## src/rtl/rr_bus_arbiter_8_pkg.sv

```systemverilog
// Shared definitions for the 8-way round-robin bus arbiter.
// Holds the state encodings and the rotate-and-priority-encode helper.
package rr_bus_arbiter_8_pkg;

    localparam int N_REQ = 8;
    localparam int ID_W  = 3;

    typedef logic [1:0] state_t;

    localparam logic [1:0] ST_IDLE = 2'd0;
    localparam logic [1:0] ST_OWN  = 2'd1;
    localparam logic [1:0] ST_GAP  = 2'd2;

    // First set request scanning last+1, last+2, ... (mod N_REQ); the last owner is scanned last.
    function automatic logic [ID_W-1:0] rr_pick(input logic [N_REQ-1:0] req,
                                                input logic [ID_W-1:0]  last);
        logic [ID_W-1:0] pick;
        logic [ID_W-1:0] idx;
        logic            found;
        pick  = last;
        found = 1'b0;
        for (int i = 1; i <= N_REQ; i++) begin
            idx = last + ID_W'(i);
            if (!found && req[idx]) begin
                pick  = idx;
                found = 1'b1;
            end
        end
        return pick;
    endfunction

endpackage

```

## src/rtl/rr_bus_arbiter_8_decoder_3x8.sv

```systemverilog
// Enabled 3-to-8 one-hot decoder; all-zero output while disabled.
module decoder_3x8 (
    input  logic       e_i,
    input  logic [2:0] a_i,
    output logic [7:0] y_o
);

    always_comb begin
        y_o = '0;
        if (e_i) y_o[a_i] = 1'b1;
    end

endmodule

```

## src/rtl/rr_bus_arbiter_8.sv

```systemverilog
// Round-robin arbiter for one shared resource among 8 requesters.
// Grant is held until done, requester drop, or hold timeout, followed by a one-cycle gap.
module rr_bus_arbiter_8
    import rr_bus_arbiter_8_pkg::*;
#(
    parameter int MAX_HOLD = 15,
    parameter int CNT_W    = 4
) (
    input  logic             clk,
    input  logic             rst_n,
    input  logic [N_REQ-1:0] req,
    input  logic             done,
    output logic [N_REQ-1:0] gnt,
    output logic [ID_W-1:0]  gnt_id,
    output logic             busy,
    output logic             timeout
);

    state_t           state_q,   state_d;
    logic [ID_W-1:0]  gnt_id_q,  gnt_id_d;
    logic [CNT_W-1:0] hold_q,    hold_d;
    logic             busy_q,    busy_d;
    logic             timeout_q, timeout_d;
    logic [N_REQ-1:0] gnt_q,     gnt_d;

    always_comb begin
        state_d   = state_q;
        gnt_id_d  = gnt_id_q;
        hold_d    = hold_q;
        busy_d    = busy_q;
        timeout_d = 1'b0;
        case (state_q)
            ST_IDLE: begin
                hold_d = '0;
                busy_d = 1'b0;
                if (|req) begin
                    state_d  = ST_OWN;
                    gnt_id_d = rr_pick(req, gnt_id_q);
                    busy_d   = 1'b1;
                end
            end
            ST_OWN: begin
                hold_d = hold_q + 1'b1;
                // done beats abandon beats timeout, so a done on the last cycle never pulses timeout
                if (done || !req[gnt_id_q] || (hold_q == CNT_W'(MAX_HOLD - 1))) begin
                    state_d   = ST_GAP;
                    busy_d    = 1'b0;
                    hold_d    = '0;
                    timeout_d = !done && req[gnt_id_q];
                end
            end
            ST_GAP: begin
                state_d = ST_IDLE;
                busy_d  = 1'b0;
                hold_d  = '0;
            end
            default: begin
                state_d = ST_IDLE;
                busy_d  = 1'b0;
                hold_d  = '0;
            end
        endcase
    end

    decoder_3x8 u_dec (
        .e_i (busy_d),
        .a_i (gnt_id_d),
        .y_o (gnt_d)
    );

    always_ff @(posedge clk or negedge rst_n) begin
        if (!rst_n) begin
            state_q   <= ST_IDLE;
            gnt_id_q  <= ID_W'(N_REQ - 1);
            hold_q    <= '0;
            busy_q    <= 1'b0;
            timeout_q <= 1'b0;
            gnt_q     <= '0;
        end else begin
            state_q   <= state_d;
            gnt_id_q  <= gnt_id_d;
            hold_q    <= hold_d;
            busy_q    <= busy_d;
            timeout_q <= timeout_d;
            gnt_q     <= gnt_d;
        end
    end

    assign gnt     = gnt_q;
    assign gnt_id  = gnt_id_q;
    assign busy    = busy_q;
    assign timeout = timeout_q;

endmodule

```

## config.mk

```make
export PLATFORM = sky130hd
export DESIGN_NAME = rr_bus_arbiter_8
export DESIGN_NICKNAME = d
export VERILOG_FILES = /design/src/rtl/rr_bus_arbiter_8_pkg.sv /design/src/rtl/rr_bus_arbiter_8_decoder_3x8.sv /design/src/rtl/rr_bus_arbiter_8.sv
export SDC_FILE = /design/constraint.sdc
export NUM_CORES = 1
export LEC_CHECK = 0
export ABC_AREA = 1
export CAP_MARGIN = 20
export CORE_ASPECT_RATIO = 1.2
export CORE_MARGIN = 2
export CORE_UTILIZATION = 40
export DETAILED_ROUTE_END_ITERATION = 10
export PLACE_DENSITY = 0.74
export SLEW_MARGIN = 25
export SYNTH_ARGS = -nofsm -noshare
export SYNTH_HDL_FRONTEND = slang
export SYNTH_HIERARCHICAL = 1
export SYNTH_SLANG_ARGS = --single-unit
```

## constraint.sdc

```tcl
create_clock -name clk -period 2.4 [get_ports clk]
set_input_delay 0.72 -clock clk [delete_from_list [all_inputs] [get_ports clk]]
set_output_delay 0.72 -clock clk [all_outputs]
set_load 0.05 [all_outputs]
```

# [Yosys cells after proc, flatten, opt, wreduce, memory -nomap -nowiden]
# Cells that the tools add are included.
[totals] regBits=19 input_bits=11
[classes] n_addsub=8 magnitude_cmp=10 eq_ne=4 n_reduce_logical=23 mux=60
[ops] operator="< comparator 3 x 4 -> 1 bit (second input constant)" count=9
[ops] operator="two-way mux 1 bit" count=34
[ops] operator="two-way mux 3 bit" count=10
[ops] operator="binary-select mux 1 bit (select 3 bit)" count=8
[ops] operator="adder 3 bit (second input constant)" count=4
[ops] operator="logical AND 1 bit" count=9
[ops] operator="logical NOT 1 bit" count=9
[ops] operator="two-way mux 4 bit" count=2
[ops] operator="two-way mux 8 bit" count=1
[ops] operator="OR reduction 8 bit" count=1
[ops] operator="adder 3 x 2 -> 3 bit (second input constant)" count=2
[ops] operator="adder 4 x 1 -> 4 bit (second input constant)" count=1
[ops] operator="equality test 4 bit (second input constant)" count=1
[ops] operator="two-way mux 2 bit" count=2
[ops] operator="inequality test 2 bit (second input constant)" count=2
[ops] operator="case mux 2 bit (2 select lines)" count=1
[ops] operator="adder 3 x 1 -> 3 bit (second input constant)" count=1
[ops] operator="demux 1 bit (select 3 bit)" count=1
[ops] operator=">= comparator 3 x 1 -> 1 bit (second input constant)" count=1
[ops] operator="equality test 2 x 1 -> 1 bit (second input constant)" count=1
[ops] operator="logical NOT 2 bit" count=1
[ops] operator="logical OR 1 bit" count=2
[ops] operator="case mux 1 bit (2 select lines)" count=1
[ops] operator="AND reduction 2 bit" count=1

# [Longest topological paths before layout]
# Gate-level depths: netlist of run 1.
[depth] word_depth=46 ltp_mapped=22 mapped_depth_nobuf=21

# [By module]
# The synthesis of run 1 kept the hierarchy.
[by_module_without_submodules] module="rr_bus_arbiter_8" seq_area_each_um2=479.2 area_per_inst_um2=1589.0 cells_per_inst=208 instances=1
[by_module_without_submodules] module="decoder_3x8" seq_area_each_um2=0.0 area_per_inst_um2=63.8 cells_per_inst=17 instances=1

# [Least setup slack after synthesis of run 1]
# No wires, ideal clock.
[synth_path] path_kind="reg2reg" start="register gnt_id_q[1] (netlist: gnt_id[1])" end="register gnt_q[0] (netlist: gnt[0])" arrival_ps=2637 setup_slack_ps=-356 stages_incl_launch_ff=21 path_buffers=2 cell_sequence="dfstp_2 -> buf_4 -> inv_2 -> ha_1 -> buf_2 -> inv_2 -> nand3_1 -> nand3_2 -> nand2_4 -> inv_2 -> nand3_2 -> nor2_4 -> nand4_2 -> nand2_1 -> inv_1 -> nand2_1 -> nand2_1 -> nand2_1 -> inv_1 -> nand2_1 -> nor2_1"
[synth_between] elab_chain_len=46 word_cells_on_any_way=79 classes_between="add/sub: 7; order compare: 2; mux: 52; reduce/logical: 18"
[synth_rtl] item="from (decl)" line_no="rr_bus_arbiter_8.sv:20" text="logic [ID_W-1:0] gnt_id_q, gnt_id_d;"
[synth_rtl] item="from (signal assigned)" line_no="rr_bus_arbiter_8.sv:74" text="gnt_id_q <= ID_W'(N_REQ - 1);"
[synth_rtl] item="from (signal assigned)" line_no="rr_bus_arbiter_8.sv:81" text="gnt_id_q <= gnt_id_d;"
[synth_rtl] item="adder 3 x 1 -> 3 bit" line_no="rr_bus_arbiter_8_pkg.sv:23" text="idx = last + ID_W'(i);"
[synth_rtl] item="binary-select mux 1 bit (select 3 bit)" line_no="rr_bus_arbiter_8_pkg.sv:24" text="if (!found && req[idx]) begin"
[synth_rtl] item="two-way mux 1 bit (not written as such)" line_no="rr_bus_arbiter_8_pkg.sv:24"
[synth_rtl] item="two-way mux 1 bit" line_no="rr_bus_arbiter_8_pkg.sv:24"
[synth_rtl] item="two-way mux 1 bit" line_no="rr_bus_arbiter_8.sv:36" text="if (|req) begin"
[synth_rtl] item="two-way mux 1 bit" line_no="rr_bus_arbiter_8.sv:32" text="case (state_q)"
[synth_rtl] item="logical NOT 1 bit" line_no="rr_bus_arbiter_8_pkg.sv:24"
[synth_rtl] item="logical AND 1 bit" line_no="rr_bus_arbiter_8_pkg.sv:24"
[synth_rtl] item="[... 32 more ...]"
[synth_rtl] item="two-way mux 3 bit *" line_no="rr_bus_arbiter_8.sv:32"
[synth_rtl] item="named net gnt_id_d[1]" line_no="rr_bus_arbiter_8.sv:20"
[synth_rtl] item="< comparator 3 x 4 -> 1 bit (not written as such) / >= comparator 3 x 1 -> 1 bit (equally long branches)" line_no="rr_bus_arbiter_8_decoder_3x8.sv:10" text="if (e_i) y_o[a_i] = 1'b1;"
[synth_rtl] item="logical AND 1 bit (not written as such)" line_no="rr_bus_arbiter_8_decoder_3x8.sv:10"
[synth_rtl] item="two-way mux 1 bit (not written as such)" line_no="rr_bus_arbiter_8_decoder_3x8.sv:10"
[synth_rtl] item="demux 1 bit (select 3 bit) *"
[synth_rtl] item="two-way mux 8 bit *" line_no="rr_bus_arbiter_8_decoder_3x8.sv:10"
[synth_rtl] item="named net gnt_d[0]" line_no="rr_bus_arbiter_8.sv:24" text="logic [N_REQ-1:0] gnt_q, gnt_d;"
[synth_rtl] item="to (signal assigned)" line_no="rr_bus_arbiter_8.sv:85" text="gnt_q <= gnt_d;"
[synth_rtl] item="to (decl)" line_no="rr_bus_arbiter_8.sv:24"
# The timed path passes the listed nets; every way through them passes the cells marked *. The select of a mux whose other input is x is not followed.
# A chain may end at the register's enable or synchronous reset.

# [Worst setup path in the final report of run 1]
[layout_path] start="input port req[1]" end="register gnt_q[1] (netlist: gnt[1])"
[layout_between] elab_chain_len=45 word_cells_on_any_way=74 classes_between="order compare: 2; mux: 53; reduce/logical: 19"
[layout_rtl] item="from (decl)" line_no="rr_bus_arbiter_8.sv:11" text="input logic [N_REQ-1:0] req,"
[layout_rtl] item="binary-select mux 1 bit (select 3 bit)" line_no="rr_bus_arbiter_8_pkg.sv:24"
[layout_rtl] item="two-way mux 1 bit (not written as such)" line_no="rr_bus_arbiter_8_pkg.sv:24"
[layout_rtl] item="two-way mux 1 bit" line_no="rr_bus_arbiter_8_pkg.sv:24"
[layout_rtl] item="two-way mux 1 bit" line_no="rr_bus_arbiter_8.sv:36"
[layout_rtl] item="two-way mux 1 bit" line_no="rr_bus_arbiter_8.sv:32"
[layout_rtl] item="logical NOT 1 bit" line_no="rr_bus_arbiter_8_pkg.sv:24"
[layout_rtl] item="logical AND 1 bit" line_no="rr_bus_arbiter_8_pkg.sv:24"
[layout_rtl] item="two-way mux 1 bit" line_no="rr_bus_arbiter_8_pkg.sv:24"
[layout_rtl] item="[... 31 more ...]"
[layout_rtl] item="two-way mux 3 bit *" line_no="rr_bus_arbiter_8.sv:32"
[layout_rtl] item="named net gnt_id_d[2]" line_no="rr_bus_arbiter_8.sv:20"
[layout_rtl] item="< comparator 3 x 4 -> 1 bit (not written as such) / >= comparator 3 x 1 -> 1 bit (equally long branches)" line_no="rr_bus_arbiter_8_decoder_3x8.sv:10"
[layout_rtl] item="logical AND 1 bit (not written as such)" line_no="rr_bus_arbiter_8_decoder_3x8.sv:10"
[layout_rtl] item="two-way mux 1 bit (not written as such)" line_no="rr_bus_arbiter_8_decoder_3x8.sv:10"
[layout_rtl] item="demux 1 bit (select 3 bit) *"
[layout_rtl] item="two-way mux 8 bit *" line_no="rr_bus_arbiter_8_decoder_3x8.sv:10"
[layout_rtl] item="named net gnt_d[1]" line_no="rr_bus_arbiter_8.sv:24"
# Marks and branches as above.

==> results.tsv, run 1 <==
metric	value	unit
register area share after synthesis	0.290	
Max FO, Critical Path	4	
status	finished, violations left	
Post-synth EDFFs	0	
Layout area overhead	52.7	%
actual slew at the worst max-slew pin	0.507	ns
Skew-Pair Late Insertion Delay	0.26	ns
post-route worst setup slack	-0.101	ns
DRC Markers	0	
CTS Buf Count	3	
# port buffers	23	
n_diodes	0	
post-synth top area share	0.242	
WP data arrival	2.66	ns
r2r endpoint	gnt[1]	
clk_skew	0.00237	ns
depth of the most critical reg-to-reg path	18	
crit start category	input port	
row count	25	
largest family of logic cells by synthesized area	simple AND/OR/NAND/NOR gates	
WL met3	123	um
Ys Warns	6	
synthesized area	1650	sq um
Crit. End Element	flop	
routed vias/inst	5.01	
simple-gate share of the synthesized area	0.529	
relative slew slack	0.661	
Compound-Gate Fraction of Synth Area	0.0288	
Final min period	2.50	ns
first-pass GRT wire length	7360	um
dominant cells by area after synthesis	dfrtp_1, nand2_1, nand3_1	
top cell type by total area after synthesis	dfrtp_1	
Final Util	0.640	
Avg WL per Cell	14.3	um
Detailed Place HPWL	3190	um
worst setup path endpoint	gnt[1]	
share of cells above drive strength 1	0.498	
max-slew violations	0	
post-synth cell types	33	
Main synth FF type	dfrtp_1	
core area	3940	sq um
Die ar.	4660	sq um
Max Cap Viol	0	
met2 routed WL	2720	um
clk root buf	clkbuf_8	
highest routed layer	met4	
DR iter-0 viols	117	
grt total ovfl	0	
r2r setup slk	-0.10	ns
dominant cell by count in the synthesized netlist	nand2_1	
largest net degree at the start of global routing	20	
Clock Tree Buf Depth	2	
XOR/XNOR Fraction of Synth Area	0.0356	
most common library cells after synthesis	nand2_1, nor2_1, nand3_1	
post-synthesis register bit count	19	
drt pass-1 iters	4	
share of synthesized flip-flops with an asynchronous set or reset	1.00	
DRT antenna net count	0	
hold-critical path depth	1	
Vert. Die Dim	74.4	um
Die X	62.7	um
Final Hold Viols	0	
Cell Count, Final, Fillers Out	335	
syn_nets	240	
Setup crit start	req[1]	
initial antenna violation count	0	
final instance area	2520	sq um
Synth Area per Inst	7.35	sq um
clock tree sinks	19	
Post-Synth Adder-Cell Area	0.0303	
clock slew at reported path FFs	0.07	ns
FMAX	0.400	GHz
GP Congestion	0.881	
Setup Viol. Count Final	8	
Starting Density	0.419	
IO Count	24	
Vias	1678	
violated checks	setup timing	
total track usage	0.200	
Hold Path Class	reg2reg	
FF-to-FF Start	gnt_id[0]	
multiplexer share of the synthesized area	0	
period utilization	1.04	
Crit path required time	2.56	ns
hold_buf cts	0	
Synth Instances	225	
Inst Count DP	321	
final wirelength	4790	um
TritonCTS clock tree	yes	
placed instance area	2160	sq um
final net count	297	
RSZ-0062 raised after global routing	yes	
wl on met1	1860	um
Setup TNS	-0.686	ns
htree depth	1	
vias in the first global route	1673	
critical path class	in2reg	
==> worst max-delay path: stages <==
cell	delay, ns
clkdlybuf4s50_1	0.47
nand2_2	0.15
nand3_4	0.10
nand3_4	0.12
nand2_8	0.08
inv_6	0.07
nand3_4	0.07
nor2_4	0.16
nand4_4	0.15
nand2_2	0.10
inv_2	0.03
nand2_1	0.04
nand2_1	0.05
nand2_2	0.12
inv_2	0.06
nand2_2	0.09
nor2_2	0.05
==> cell families (layout without fill, tap and decap cells) <==
| family | Yosys count | after routing |
|---|---|---|
| AND/OR/NAND/NOR | 161 | 161 |
| buffers and inverters | 30 | 86 |
| flip-flops | 19 | 19 |
| AO/OA/AOI/OAI | 6 | 6 |
| XOR/XNOR | 5 | 5 |
| adder cells (fa/ha/maj) | 4 | 4 |
==> worst min path at each step <==
| stage | from | to | slack [ns] |
|---|---|---|---|
| finish | hold_q[0] | hold_q[0] | 0.48 |
| global route | hold_q[0] | hold_q[0] | 0.50 |
| CTS | hold_q[0] | hold_q[0] | 0.48 |
| detailed placement | hold_q[0] | hold_q[0] | 0.47 |
| global placement | hold_q[0] | hold_q[0] | 0.48 |
| floorplan | rst_n | busy | 0.42 |
==> final cells by class <==
| type | count | area [sq um] |
|---|---|---|
| fill | 354 | 1420 |
| sequential | 19 | 483 |
| tap | 54 | 67.6 |
| clock inverter | 1 | 5.00 |
| inverter | 25 | 119 |
| clock buffer | 3 | 41.3 |
| timing repair buffer | 57 | 507 |
| multi-input combinational | 176 | 1300 |
==> layout by cell type, fill, tap and decap left out, types with 3 or more instances in the layout <==
cell | synthesis | layout
nand2_1 | 68 | 41
nand2_2 | 10 | 35
buf_4 | 1 | 33
nor2_1 | 28 | 21
nand3_1 | 25 | 17
dfrtp_1 | 16 | 16
clkdlybuf4s50_1 | 0 | 14
nand3_4 | 2 | 12
inv_1 | 17 | 10
inv_2 | 7 | 9
nand2_4 | 7 | 8
nor2_2 | 1 | 7
nand3_2 | 8 | 6
dlygate4sd2_1 | 0 | 5
nand4_1 | 4 | 4
inv_4 | 1 | 3
clkbuf_8 | 0 | 3
==> registers in the layout, summed over array words and instances, names as in the netlist <==
| signal | cells |
|---|---|
| busy | 1 |
| timeout | 1 |
| hold_q | 4 |
| gnt | 8 |
| gnt_id | 3 |
| state_q | 2 |
==> timing repair <==
action,4_1_cts,5_1_grt
cloned,0,0
buffers inserted,4,6
pin swaps,20,24
endpoints found under the hold margin,0,0
gates resized for setup,33,35
setup endpoints to repair,8,9
==> metal layers <==
metal	up-vias	track usage
met2	30	0.409
met1	814	0.216
met4	0	0.0765
li1	826	-
met3	8	0.0166
met5	-	0
==> through the flow <==
| stage | setup WS (ns) | hold slack, ns |
|---|---|---|
| after floorplan | -0.158 | 0.424 |
| after global placement | -0.388 | 0.480 |
| after detailed placement | -0.372 | 0.474 |
| after CTS | -0.0157 | 0.484 |
| after global routing | -0.249 | 0.501 |
| final | -0.101 | 0.485 |
Power of run 1 is left out: the tool's default activity adds up to more than one toggle a clock period on the data nets, which glitch-free logic cannot reach.
==> run 2: changes to the inputs <==
--- a/config.mk
+++ b/config.mk
@@ -11,9 +11,8 @@
 export CORE_MARGIN = 2
 export CORE_UTILIZATION = 40
 export DETAILED_ROUTE_END_ITERATION = 10
-export PLACE_DENSITY = 0.74
+export PLACE_DENSITY = 0.75
 export SLEW_MARGIN = 25
 export SYNTH_ARGS = -nofsm -noshare
 export SYNTH_HDL_FRONTEND = slang
-export SYNTH_HIERARCHICAL = 1
 export SYNTH_SLANG_ARGS = --single-unit
==> results.tsv, run 2 <==
metric	value	unit
XOR/XNOR Fraction of Synth Area	0.0291	
post-synthesis register bit count	19	
dominant cells by area after synthesis	dfrtp_1, nand2_1, nand3_1	
DR iter-0 viols	48	
Detailed Place HPWL	3290	um
Vert. Die Dim	71.2	um
total track usage	0.214	
Final Hold Viols	0	
final wirelength	4350	um
synthesized area	1510	sq um
crit start category	input port	
largest family of logic cells by synthesized area	simple AND/OR/NAND/NOR gates	
syn_nets	243	
row count	24	
htree depth	1	
post-synth top area share	0.266	
Hold Path Class	reg2reg	
final net count	303	
hold_buf cts	0	
depth of the most critical reg-to-reg path	14	
register area share after synthesis	0.318	
top cell type by total area after synthesis	dfrtp_1	
clk_skew	0.00748	ns
FMAX	0.398	GHz
multiplexer share of the synthesized area	0	
period utilization	1.05	
Layout area overhead	55.2	%
Main synth FF type	dfrtp_1	
Setup Viol. Count Final	8	
Compound-Gate Fraction of Synth Area	0.0333	
Synth Instances	228	
DRC Markers	0	
TritonCTS clock tree	yes	
most common library cells after synthesis	nand2_1, nand3_1, nor2_1	
Final Util	0.643	
clock tree sinks	19	
routed vias/inst	4.99	
Die X	60	um
grt total ovfl	0	
hold-critical path depth	1	
r2r setup slk	-0.11	ns
first-pass GRT wire length	7070	um
Ys Warns	0	
commonest non-fill, non-tap cell in the layout	nand2_1	
IO Count	24	
Final min period	2.51	ns
Vias	1690	
GP Congestion	0.913	
dominant cell by count in the synthesized netlist	nand2_1	
relative slew slack	0.659	
drt pass-1 iters	4	
DRT antenna net count	0	
RSZ-0062 raised after global routing	yes	
Crit. End Element	flop	
Max FO, Critical Path	5	
Inst Count DP	330	
WP data arrival	2.66	ns
Clock Tree Buf Depth	2	
# fillers	292	
Synth Area per Inst	6.60	sq um
Skew-Pair Late Insertion Delay	0.26	ns
violated checks	setup timing	
status	finished, violations left	
r2r endpoint	gnt[3]	
Die ar.	4270	sq um
Post-Synth Adder-Cell Area	0.0333	
n_diodes	0	
critical path class	in2reg	
clk root buf	clkbuf_8	
core area	3630	sq um
post-synth cell types	30	
CTS Buf Count	3	
vias in the first global route	1667	
actual slew at the worst max-slew pin	0.511	ns
worst hold path startpoint	hold_q[0]	
largest net degree at the start of global routing	20	
Cell Count, Final, Fillers Out	339	
clock slew at reported path FFs	0.07	ns
Hold Path Sink	hold_q[0]	
FF-to-FF Start	gnt_id[0]	
Max Cap Viol	0	
initial antenna violation count	0	
Crit path required time	2.55	ns
Largest register FFs	8	
Post-synth EDFFs	0	
Starting Density	0.414	
simple-gate share of the synthesized area	0.505	
max-slew violations	0	
commonest non-fill, non-tap cells in the layout	nand2_1, buf_4, nand2_2, nor2_1, nand3_1	
Avg WL per Cell	12.8	um
post-route worst setup slack	-0.112	ns
share of synthesized flip-flops with an asynchronous set or reset	1.00	
share of cells above drive strength 1	0.394	
# port buffers	23	
==> run 2: cells by family (layout without fill, tap and decap cells) <==
group           Yosys count  count (layout)
xor+xnor                  5               5
fa+ha+maj                 4               4
simple gates            164             164
buf+inv                  28              87
flops                    19              19
compound gates            8               8
==> run 2: routing by layer <==
layer	wire, um	up-vias	share of wire	GRT usage
met5	0	-	0	0
met1	1850	787	0.43	0.275
met2	2280	49	0.52	0.376
met3	163	6	0.037	0.0201
met4	59	0	0.014	0.0568
li1	-	848	-	-
==> run 2: worst max path at each step <==
stage | start | to | depth (start not counted)
final | req[4] | gnt[3] | 14
after global routing | req[4] | gnt[3] | 14
after CTS | gnt_id[0] | gnt[2] | 14
after detailed placement | req[5] | gnt[2] | 14
after global placement | req[4] | gnt[2] | 14
after floorplan | gnt_id[1] | gnt[1] | 16
==> run 2: critical path, stage by stage <==
cell	delay (ns)
clkdlybuf4s50_1	0.47
nand2_1	0.12
nand3_1	0.12
nand2_2	0.11
nand2_1	0.07
nand2_2	0.09
nand3_4	0.08
nor2_4	0.17
nand4_4	0.14
or2_0	0.24
nand3_2	0.11
nand2_2	0.08
nand2_4	0.08
nor2_1	0.05
==> run 2: area by class of cell <==
cell class / count / area [sq um] / area share
multi-input combinational: 181 / 1130 / 0.485
timing repair buffer: 59 / 502 / 0.215
sequential: 19 / 483 / 0.207
inverter: 24 / 108 / 0.0461
tap: 52 / 65.1 / 0.0279
clock buffer: 3 / 41.3 / 0.0177
clock inverter: 1 / 5.00 / 0.00214
==> run 2: stage by stage <==
stage                     setup slack (ns)  hold WS [ns]  cell area (sq um)  TNS (ns)
final                               -0.112         0.497               2340    -0.796
after global routing                -0.259         0.517               2340     -2.34
after CTS                          -0.0785         0.495               2220    -0.541
after detailed placement            -0.375         0.485               2040     -4.23
after global placement              -0.341         0.458               2040     -3.62
after floorplan                    -0.0851         0.424               1560    -0.478
==> run 2: timing repair <==
action,4_1_cts,5_1_grt
setup buffers,4,1
setup endpoints to repair,9,16
gates resized for setup,30,27
pin swaps,15,12
cloned,0,0
Power of run 2 is left out for the same reason.
